**src/rtl/lmring_inject_arb.sv**
```systemverilog
// lmring_inject_arb: ring-head sequencer. Arbitrates NREQ requesters onto one
// registered ring-head packet stream, stamps sequence numbers, bounds the
// number of reads in flight and steers read returns back to their requester.
module lmring_inject_arb #(
  parameter  int NREQ    = 3,
  parameter  int DATA_W  = 256,
  parameter  int SQ_W    = 16,
  parameter  int MAX_OUT = 8,
  localparam int OUT_W   = $clog2(MAX_OUT) + 1
) (
  input  logic                 ACLK,
  input  logic                 RSTN,
  input  logic [NREQ-1:0]      req_val,
  input  logic [NREQ-1:0]      req_last,
  input  logic [NREQ-1:0]      req_rw,
  input  logic [NREQ*3-1:0]    req_ty,
  input  logic [NREQ*2-1:0]    req_col,
  input  logic [NREQ*32-1:0]   req_a,
  input  logic [NREQ*32-1:0]   req_dm,
  input  logic [NREQ*DATA_W-1:0] req_d,
  output logic [NREQ-1:0]      req_rdy,
  output logic                 head_nemp,
  output logic                 head_rw,
  output logic [2:0]           head_ty,
  output logic [1:0]           head_col,
  output logic [SQ_W-1:0]      head_sq,
  output logic [31:0]          head_a,
  output logic [31:0]          head_dm,
  output logic [DATA_W-1:0]    head_d,
  input  logic                 head_ful,
  input  logic                 tail_nemp,
  input  logic                 tail_rw,
  input  logic [DATA_W-1:0]    tail_d,
  output logic                 tail_ful,
  output logic [NREQ-1:0]      rsp_val,
  output logic [DATA_W-1:0]    rsp_d,
  input  logic [NREQ-1:0]      rsp_rdy,
  output logic [OUT_W-1:0]     outstanding
);

  localparam int ID_W  = (NREQ > 1) ? $clog2(NREQ) : 1;
  localparam int PTR_W = $clog2(MAX_OUT);

  typedef enum logic {ST_IDLE, ST_LOCK} state_t;

  state_t              state_q, state_d;
  logic [ID_W-1:0]     lock_id_q, lock_id_d;
  logic [ID_W-1:0]     rr_q, rr_d;
  logic [SQ_W-1:0]     sq_q, sq_d;

  logic                head_nemp_q, head_nemp_d;
  logic                head_rw_q, head_rw_d;
  logic [2:0]          head_ty_q, head_ty_d;
  logic [1:0]          head_col_q, head_col_d;
  logic [SQ_W-1:0]     head_sq_q, head_sq_d;
  logic [31:0]         head_a_q, head_a_d;
  logic [31:0]         head_dm_q, head_dm_d;
  logic [DATA_W-1:0]   head_d_q, head_d_d;

  logic [OUT_W-1:0]    out_q, out_d;
  logic [PTR_W-1:0]    wr_ptr_q, wr_ptr_d;
  logic [PTR_W-1:0]    rd_ptr_q, rd_ptr_d;
  logic [ID_W-1:0]     fifo_q [MAX_OUT];

  logic                rsp_pend_q, rsp_pend_d;
  logic [ID_W-1:0]     rsp_id_q, rsp_id_d;
  logic [DATA_W-1:0]   rsp_data_q, rsp_data_d;

  logic [NREQ-1:0]     elig;
  logic                reads_full, load_ok, found, load;
  logic                sel_rw, sel_last, push, pop, tail_acc;
  logic [ID_W-1:0]     gnt_id;
  int                  gnt_int;

  // Reads are held back once MAX_OUT are in flight; writes always proceed.
  assign reads_full = (out_q == OUT_W'(MAX_OUT));

  genvar gi;
  generate
    for (gi = 0; gi < NREQ; gi++) begin : g_req
      assign elig[gi]    = req_val[gi] && !(!req_rw[gi] && reads_full);
      assign req_rdy[gi] = RSTN && load && (gnt_id == ID_W'(gi));
      assign rsp_val[gi] = rsp_pend_q && (rsp_id_q == ID_W'(gi));
    end
  endgenerate

  // Grant selection: locked owner during a burst, else round-robin from rr_q.
  always_comb begin
    found  = 1'b0;
    gnt_id = '0;
    if (state_q == ST_LOCK) begin
      gnt_id = lock_id_q;
      found  = elig[lock_id_q];
    end else begin
      for (int k = 0; k < NREQ; k++) begin
        if (!found && elig[(int'(rr_q) + k) % NREQ]) begin
          found  = 1'b1;
          gnt_id = ID_W'((int'(rr_q) + k) % NREQ);
        end
      end
    end
  end

  assign load_ok  = !head_nemp_q || !head_ful;
  assign load     = found && load_ok;
  assign gnt_int  = int'(gnt_id);
  assign sel_rw   = req_rw[gnt_id];
  assign sel_last = req_last[gnt_id];
  assign push     = load && !sel_rw;

  // A pending response blocks the tail only until its owner takes it.
  assign tail_ful = rsp_pend_q && !rsp_rdy[rsp_id_q];
  assign tail_acc = tail_nemp && !tail_ful;
  // A read return with nothing outstanding is dropped.
  assign pop      = tail_acc && !tail_rw && (out_q != '0);

  // Next-state for arbitration, head register, read tracking and response slot.
  always_comb begin
    state_d     = state_q;
    lock_id_d   = lock_id_q;
    rr_d        = rr_q;
    sq_d        = sq_q;
    head_nemp_d = head_nemp_q;
    head_rw_d   = head_rw_q;
    head_ty_d   = head_ty_q;
    head_col_d  = head_col_q;
    head_sq_d   = head_sq_q;
    head_a_d    = head_a_q;
    head_dm_d   = head_dm_q;
    head_d_d    = head_d_q;
    wr_ptr_d    = wr_ptr_q + PTR_W'(push);
    rd_ptr_d    = rd_ptr_q + PTR_W'(pop);
    out_d       = out_q + OUT_W'(push) - OUT_W'(pop);
    rsp_pend_d  = rsp_pend_q;
    rsp_id_d    = rsp_id_q;
    rsp_data_d  = rsp_data_q;

    if (load_ok) begin
      head_nemp_d = load;
    end
    if (load) begin
      head_rw_d  = sel_rw;
      head_ty_d  = req_ty[gnt_int*3 +: 3];
      head_col_d = req_col[gnt_int*2 +: 2];
      head_sq_d  = sq_q;
      head_a_d   = req_a[gnt_int*32 +: 32];
      head_dm_d  = req_dm[gnt_int*32 +: 32];
      head_d_d   = req_d[gnt_int*DATA_W +: DATA_W];
      sq_d       = sq_q + 1'b1;
      if (sel_last) begin
        state_d = ST_IDLE;
        rr_d    = (gnt_id == ID_W'(NREQ - 1)) ? '0 : gnt_id + 1'b1;
      end else begin
        state_d   = ST_LOCK;
        lock_id_d = gnt_id;
      end
    end

    if (rsp_pend_q && rsp_rdy[rsp_id_q]) begin
      rsp_pend_d = 1'b0;
    end
    if (pop) begin
      rsp_pend_d = 1'b1;
      rsp_id_d   = fifo_q[rd_ptr_q];
      rsp_data_d = tail_d;
    end
  end

  // State registers; reset drops any lock and any held head packet.
  always_ff @(posedge ACLK or negedge RSTN) begin
    if (!RSTN) begin
      state_q     <= ST_IDLE;
      lock_id_q   <= '0;
      rr_q        <= '0;
      sq_q        <= '0;
      head_nemp_q <= 1'b0;
      head_rw_q   <= 1'b0;
      head_ty_q   <= '0;
      head_col_q  <= '0;
      head_sq_q   <= '0;
      head_a_q    <= '0;
      head_dm_q   <= '0;
      head_d_q    <= '0;
      out_q       <= '0;
      wr_ptr_q    <= '0;
      rd_ptr_q    <= '0;
      rsp_pend_q  <= 1'b0;
      rsp_id_q    <= '0;
      rsp_data_q  <= '0;
    end else begin
      state_q     <= state_d;
      lock_id_q   <= lock_id_d;
      rr_q        <= rr_d;
      sq_q        <= sq_d;
      head_nemp_q <= head_nemp_d;
      head_rw_q   <= head_rw_d;
      head_ty_q   <= head_ty_d;
      head_col_q  <= head_col_d;
      head_sq_q   <= head_sq_d;
      head_a_q    <= head_a_d;
      head_dm_q   <= head_dm_d;
      head_d_q    <= head_d_d;
      out_q       <= out_d;
      wr_ptr_q    <= wr_ptr_d;
      rd_ptr_q    <= rd_ptr_d;
      rsp_pend_q  <= rsp_pend_d;
      rsp_id_q    <= rsp_id_d;
      rsp_data_q  <= rsp_data_d;
    end
  end

  // In-order id FIFO storage: requester index of each issued read.
  always_ff @(posedge ACLK) begin
    if (push) begin
      fifo_q[wr_ptr_q] <= gnt_id;
    end
  end

  assign head_nemp   = head_nemp_q;
  assign head_rw     = head_rw_q;
  assign head_ty     = head_ty_q;
  assign head_col    = head_col_q;
  assign head_sq     = head_sq_q;
  assign head_a      = head_a_q;
  assign head_dm     = head_dm_q;
  assign head_d      = head_d_q;
  assign rsp_d       = rsp_data_q;
  assign outstanding = out_q;

  // A read return must always have a matching outstanding read.
  a_no_orphan_return: assert property (@(posedge ACLK) disable iff (!RSTN)
    (tail_nemp && !tail_ful && !tail_rw) |-> (out_q != '0));

endmodule
```
**config.mk**
```make
export PLATFORM = sky130hd
export DESIGN_NAME = lmring_inject_arb
export DESIGN_NICKNAME = d
export VERILOG_FILES = /design/src/rtl/lmring_inject_arb.sv
export SDC_FILE = /design/constraint.sdc
export NUM_CORES = 1
export LEC_CHECK = 0
export CAP_MARGIN = 20
export CORE_AREA = 2 2 715 717
export DETAILED_ROUTE_END_ITERATION = 12
export DIE_AREA = 0 0 717 719
export GPL_ROUTABILITY_DRIVEN = 0
export SYNTH_ARGS = -nofsm -noshare
export SYNTH_HDL_FRONTEND = slang
export SYNTH_SLANG_ARGS = --single-unit
```
**constraint.sdc**
```tcl
create_clock -name ACLK -period 7 [get_ports ACLK]
set_input_delay 2.1 -clock ACLK [delete_from_list [all_inputs] [get_ports ACLK]]
set_output_delay 2.1 -clock ACLK [all_outputs]
set_load 0.02 [all_outputs]
```
== Yosys cells after proc, flatten, opt, wreduce, memory -nomap -nowiden ==
Memory sizes are Yosys's and may differ from the RTL's. A register that Yosys moved wholly into a read port is not among the register bits.
Index checks and enable logic that the tools add are counted.

* Memories kept: 1
* Word-level logic and storage cells: 124
* Output and inout port bits: 610
* Register bits after elaboration: 631
* RAM bits: 16

{| class="wikitable"
|+ Memory list
! name !! depth !! bits a word !! rd ports !! clocked after memory_dff !! write ports !! line !! RTL
|-
| fifo_q || 8 || 2 || 1 || 1 || 1 || 63 || <nowiki>logic [ID_W-1:0] fifo_q [MAX_OUT];</nowiki>
|}

* Bitwise operators: 1
* Multiply operators: 1
* $add $sub $neg: 8
* Shift-type cells: 5
* Eq/ne operators: 5
* Div/mod/pow operators: 3
* Reduce and logical (&&, ||, !) cells: 44
* Order comparisons: 6
* Multiplexer cells: 33

{| class="wikitable"
|+ Operators by type and width
! cell !! count
|-
| $shiftx A768 B11 Y256 || 1
|-
| $shiftx A96 B8 Y32 || 2
|-
| $lt A32 B4 Y1 const B || 3
|-
| $mod A32 B3 Y32 const B || 2
|-
| $mod A3 B3 Y32 const B || 1
|-
| $logic_and A1 B1 Y1 || 22
|-
| $mux W1 || 21
|-
| $add A16 B1 Y16 const B || 1
|-
| $logic_not A1 Y1 || 15
|-
| $bmux W1 S2 || 7
|-
| $mux W2 || 5
|-
| $lt A2 B3 Y1 const B || 3
|-
| $shiftx A9 B5 Y3 || 1
|-
| $add A3 B1 Y3 || 2
|-
| $shiftx A6 B4 Y2 || 1
|-
| $add A4 B1 Y4 || 1
|-
| $eq A2 B1 Y1 const B || 2
|-
| $eq A2 B2 Y1 const B || 2
|-
| $eq A4 B4 Y1 const B || 1
|-
| $logic_not A2 Y1 || 2
|-
| $mul A2 B2 Y4 const B || 1
|-
| $reduce_and A2 Y1 || 2
|-
| $reduce_bool A4 Y1 || 1
|-
| $sub A4 B1 Y4 || 1
|-
| 6 further kinds || 6
|}

== Longest topological paths before layout ==
* Depth in word-level cells: 23
* Mapped depth: 16
* Gate-level depth less buffers: 14

== Worst setup path after synthesis ==
OpenSTA, ideal clock, no wires.

* Kind: input -> output
* Start: input req_rw[1]
* End: output req_rdy[2]
* Stages on the path: 8
* Arrival: 4.212 ns
* Path slack: 0.688 ns
* Path through: or4b_2 a32o_1 o21ai_0 o21ba_2 clkbuf_1 buf_2 clkbuf_1 and4_1

* Word-level cells in the longest chain between the ends: 20
* Elaborated cells between the ends (all ways): 33
* Those cells by class: eq/ne: 1; mux: 21; reduce/logical: 11

{| class="wikitable"
|+ RTL lines
! item !! line !! RTL
|-
| from (decl) || 15 || <nowiki>input logic [NREQ-1:0] req_rw,</nowiki>
|-
| $logic_not A1 Y1 (*) || 81 || <nowiki>assign elig[gi] = req_val[gi] && !(!req_rw[gi] && reads_full);</nowiki>
|-
| $logic_and A1 B1 Y1 (*) || 81 ||
|-
| $logic_not A1 Y1 (*) || 81 ||
|-
| $logic_and A1 B1 Y1 (*) || 81 ||
|-
| $bmux W1 S2 || 96 || <nowiki>if (!found && elig[(int'(rr_q) + k) % NREQ]) begin</nowiki>
|-
| $mux W1 (implied by the code) (2 in series) || 96 ||
|-
| $mux W1 || 96 ||
|-
| $mux W1 || 91 || <nowiki>if (state_q == ST_LOCK) begin</nowiki>
|-
| (+3 left out) || - ||
|-
| $mux W1 || 91 ||
|-
| $logic_not A1 Y1 || 96 ||
|-
| $logic_and A1 B1 Y1 || 96 ||
|-
| $mux W1 || 96 ||
|-
| $mux W1 || 91 ||
|-
| $logic_and A1 B1 Y1 || 105 || <nowiki>assign load = found && load_ok;</nowiki>
|-
| $logic_and A1 B1 Y1 || 82 || <nowiki>assign req_rdy[gi] = RSTN && load && (gnt_id == ID_W'(gi));</nowiki>
|-
| $logic_and A1 B1 Y1 (*) || 82 ||
|-
| to (decl) || 21 || <nowiki>output logic [NREQ-1:0] req_rdy,</nowiki>
|}

Mark *: on every way between the ends. The rest lies on a longest branch, timed or not. The select of a mux whose other input is x is not followed.

== Worst setup path in the final report ==
Ends and elaborated chain as after synthesis.

==> summary.md <==
| Metric | Value |
|---|---|
| Critical path endpoint category | `output port` |
| HP Start | `sq_q[15]` |
| Iter 0 DRT Violations | `2732` |
| Max Fclk | `142.7 MHz` |
| Violated checks | `negative setup slack` |
| CTS buffer count | `96` |
| Slew margin rel. | `0.1937` |
| Fin crit period | `7008 ps` |
| Die W | `717 um` |
| Seq cells post-synth | `649` |
| CP Max Fanout | `5` |
| Worst-Margin Slew | `1209 ps` |
| # fillers | `57990` |
| Top_reg_cell synth | `dfrtp_1` |
| Leakage power | `22.86 nW` |
| Die area | `515500 um2` |
| Hold path depth | `1` |
| Hold Fails Final Rpt | `0` |
| Clock sink total | `649` |
| Vias in the first global route | `33140` |
| Routed Antenna Nets | `0` |
| Vias post-DR | `34750` |
| Most Frequent Cell on Critical Path | `clkdlybuf4s50_1` |
| Maximum resistive drop on vdd | `342.1 uV` |
| Core area | `507800 um2` |
| Tcrit/Tclk final | `1.001` |
| Dpl hpwl | `334.2 mm` |
| Max stage delay cell, worst path | `or4b_2` |
| Critical path launch point type | `input port` |
| Yosys cell types | `63` |
| Area delta synth->final | `97.39%` |
| Global-route wire length before repair | `448.3 mm` |
| Largest net degree at the start of global routing | `200` |
| Power per Cell Area | `497.9 nW/um2` |
| CTS tree | `built` |
| Number of I/O port buffers | `1857` |
| Setup TNS | `-8.171 ps` |
| Worst min path class | `register to register` |
| Crit path cell chain | `clkdlybuf4s50_1, or4b_2, a32o_1, o21ai_0, o21ba_4, and4_1, clkdlybuf4s50_1` |
| Slew Viols, Final | `0` |
| CP max stage delay | `780 ps` |
| Initial Util | `0.06058` |
| Crit path DAT | `4910 ps` |
| Routed WL per cell | `31.70 um` |
| Final worst-path setup slack | `-8.171 ps` |
| Synth warn | `0` |
| FF-to-FF setup slack | `1740 ps` |
| Syn Inst Count | `3193` |
| I/O pin total | `1858` |
| Clk_lat worst skew | `890 ps` |
| Longest Clk Path Bufs | `4` |
| Sequential-to-total area share from yosys stat | `0.5306` |
| Worst hold slack | `468.3 ps` |
| Syn Area/Cell | `9.633 um2` |
| Setup violations, final | `1` |
| Place WS | `-20.61 ps` |
| Hold Crit Endpoint | `sq_q[15]` |
| Post-synthesis async set-or-reset flop share | `0.9753` |
| WP data required | `4900 ps` |
| Die H | `719 um` |
| Setup Skew | `136.5 ps` |
| Share of post-route cells with drive strength above 1 | `0.1121` |
| # rows | `262` |
| Crit Path Category | `input port to output port` |
| Root buf cell | `clkbuf_16` |
| Met2 Use GR | `0.2324` |
| M3 GR Usage | `0.08082` |
| Post-synth EDFFs | `16` |
| Antenna violations before repair | `466` |
| Total grt overflow | `0` |
| R2r endpoint | `head_d[33]` |
| # DRC | `0` |
| Pre-Repair DR Iteration Count | `5` |
| All-Layer GR Usage | `0.1403` |
| Net count after synthesis | `4455` |
| Core Util, Final | `0.1196` |
| CTS clk-pin slew, worst paths | `70 ps` |
| Via/cell ratio | `2.923` |
| Max H-tree Level | `3` |
| RSZ-0062 raised after global routing | `false` |
| Total routed wirelength | `376.9 mm` |
| RR Startpoint | `outstanding[2]` |
| Met1 usage | `0.1427` |
| Reg2Reg Depth | `12` |
| CTS Hold Bufs | `0` |
| Outcome | `complete, but fails checks` |
| Max-Cap Viols | `0` |
| Final nets | `6210` |
| Cell area after synthesis | `30760 um2` |
| GR peak layer | `met2` |
what timing repair did:
item                                    4_1_cts  5_1_grt
endpoints found under the setup margin        1        2
setup buffers                                 0        0
gates resized for setup                       1        2
layer usage:
layer | part of all wire | vias up
met5 | 0.0026 | -
met4 | 0.053 | 142
met3 | 0.13 | 944
met2 | 0.47 | 2372
met1 | 0.34 | 16640
li1 | - | 14660
state kept, by name (all words and copies together) (netlist names), 2 cells and up:
register     cells
fifo_q          16
head_a          32
head_col         2
head_d         256
head_dm         32
head_sq         16
head_ty          3
lock_id_q        2
outstanding      4
rd_ptr_q         3
rr_q             2
rsp_d          256
rsp_id_q         2
sq_q            16
wr_ptr_q         3
worst max-delay path, delay by kind of cell:
| kind | cells | cell delay, ps |
|---|---|---|
| compound gates | 3 | 800 |
| simple gates | 2 | 970 |
| buf+inv | 2 | 1030 |
how the worst max path moves through the flow:
| stage | to | startpoint | slack, ps | cells after the start |
|---|---|---|---|---|
| 6_report | req_rdy[2] | req_rw[1] | -8 | 7 |
| 5_1_grt | req_rdy[2] | req_rw[1] | 9 | 7 |
| 4_1_cts | req_rdy[1] | req_rw[1] | 20 | 8 |
| 3_5_place_dp | req_rdy[0] | req_rw[1] | -20 | 8 |
| 3_3_place_gp | req_rdy[0] | req_rw[1] | 50 | 8 |
| 2_1_floorplan | req_rdy[2] | req_rw[1] | 690 | 8 |
area by class of cell:
type                    instances  area [um2]  share of cell area
repair buffers               1904       19060              0.3139
flip-flops and latches        649       16320              0.2688
multi-input cells            2281       13330              0.2195
well taps                    6732        8423              0.1387
clock buffers                 138        2761             0.04548
clock inverters                35       406.6            0.006697
diodes                        136       340.3            0.005605
inverters                      16       75.07            0.001236
metrics by stage:
stage               instances  power, mW  cell area [um2]
floorplan                3193      15.36            30760
global placement        11580      25.50            57210
detailed placement      11580      25.62            57210
CTS                     11760      31.04            60370
global route            11830      32.31            60560
finish                  11890      30.23            60720
where the power goes:
| group | internal (mW) | switching [mW] |
|---|---|---|
| Clock | 2.93 | 2.17 |
| Sequential | 5.69 | 1.16 |
| Combinational | 6.65 | 11.6 |
| Total | 15.3 | 14.9 |
kinds of logic (layout without fill, tap and decap cells):
logic type	count (synthesis)	count (layout)	share of synthesized area
multiplexers	334	334	0.1237
AO/OA/AOI/OAI	682	682	0.1404
flip-flops	649	649	0.5306
other	0	136	0
buffers and inverters	263	2093	0.03681
AND/OR/NAND/NOR	1232	1232	0.1572
XOR/XNOR	19	19	0.005410
adder cells (fa/ha/maj)	14	14	0.005939
cells in the final DEF, fill, tap and decap left out, types with 16 or more instances in the layout:
cell	synthesis	routed
clkbuf_8	0	18
clkbuf_16	0	97
a22oi_1	325	325
mux2_2	325	325
a21oi_1	329	329
clkbuf_1	153	23
buf_4	12	54
nor2_1	334	334
diode_2	0	136
edfxtp_1	16	16
nand2_1	837	836
dfrtp_1	633	633
clkdlybuf4s50_1	0	1834
cells in the mapped netlist, types with 2 or more instances:
master,n,share of area
nand2_1,837,0.10
dfrtp_1,633,0.51
nor2_1,334,0.041
a21oi_1,329,0.054
a22oi_1,325,0.079
mux2_2,325,0.12
clkbuf_1,153,0.019
buf_2,74,0.012
edfxtp_1,16,0.016
inv_1,14,0.0017
ha_1,13,0.0053
buf_4,12,0.0029
nand4_1,10,0.0020
xor2_1,10,0.0028
xnor2_1,9,0.0026
nor3_1,8,0.0013
buf_1,7,0.00085
nand3_1,7,0.0011
o21ai_0,7,0.0011
and3_1,6,0.0012
mux2i_1,4,0.0013
mux4_2,4,0.0029
a32oi_1,3,0.00085
and2_1,3,0.00061
nand3b_1,3,0.00073
nor4_1,3,0.00061
o211ai_1,3,0.00073
and3b_1,2,0.00057
and4_1,2,0.00057
nand2b_1,2,0.00041
nor3b_1,2,0.00049
nor4b_2,2,0.00098
Power figures use the tool's default switching activity.
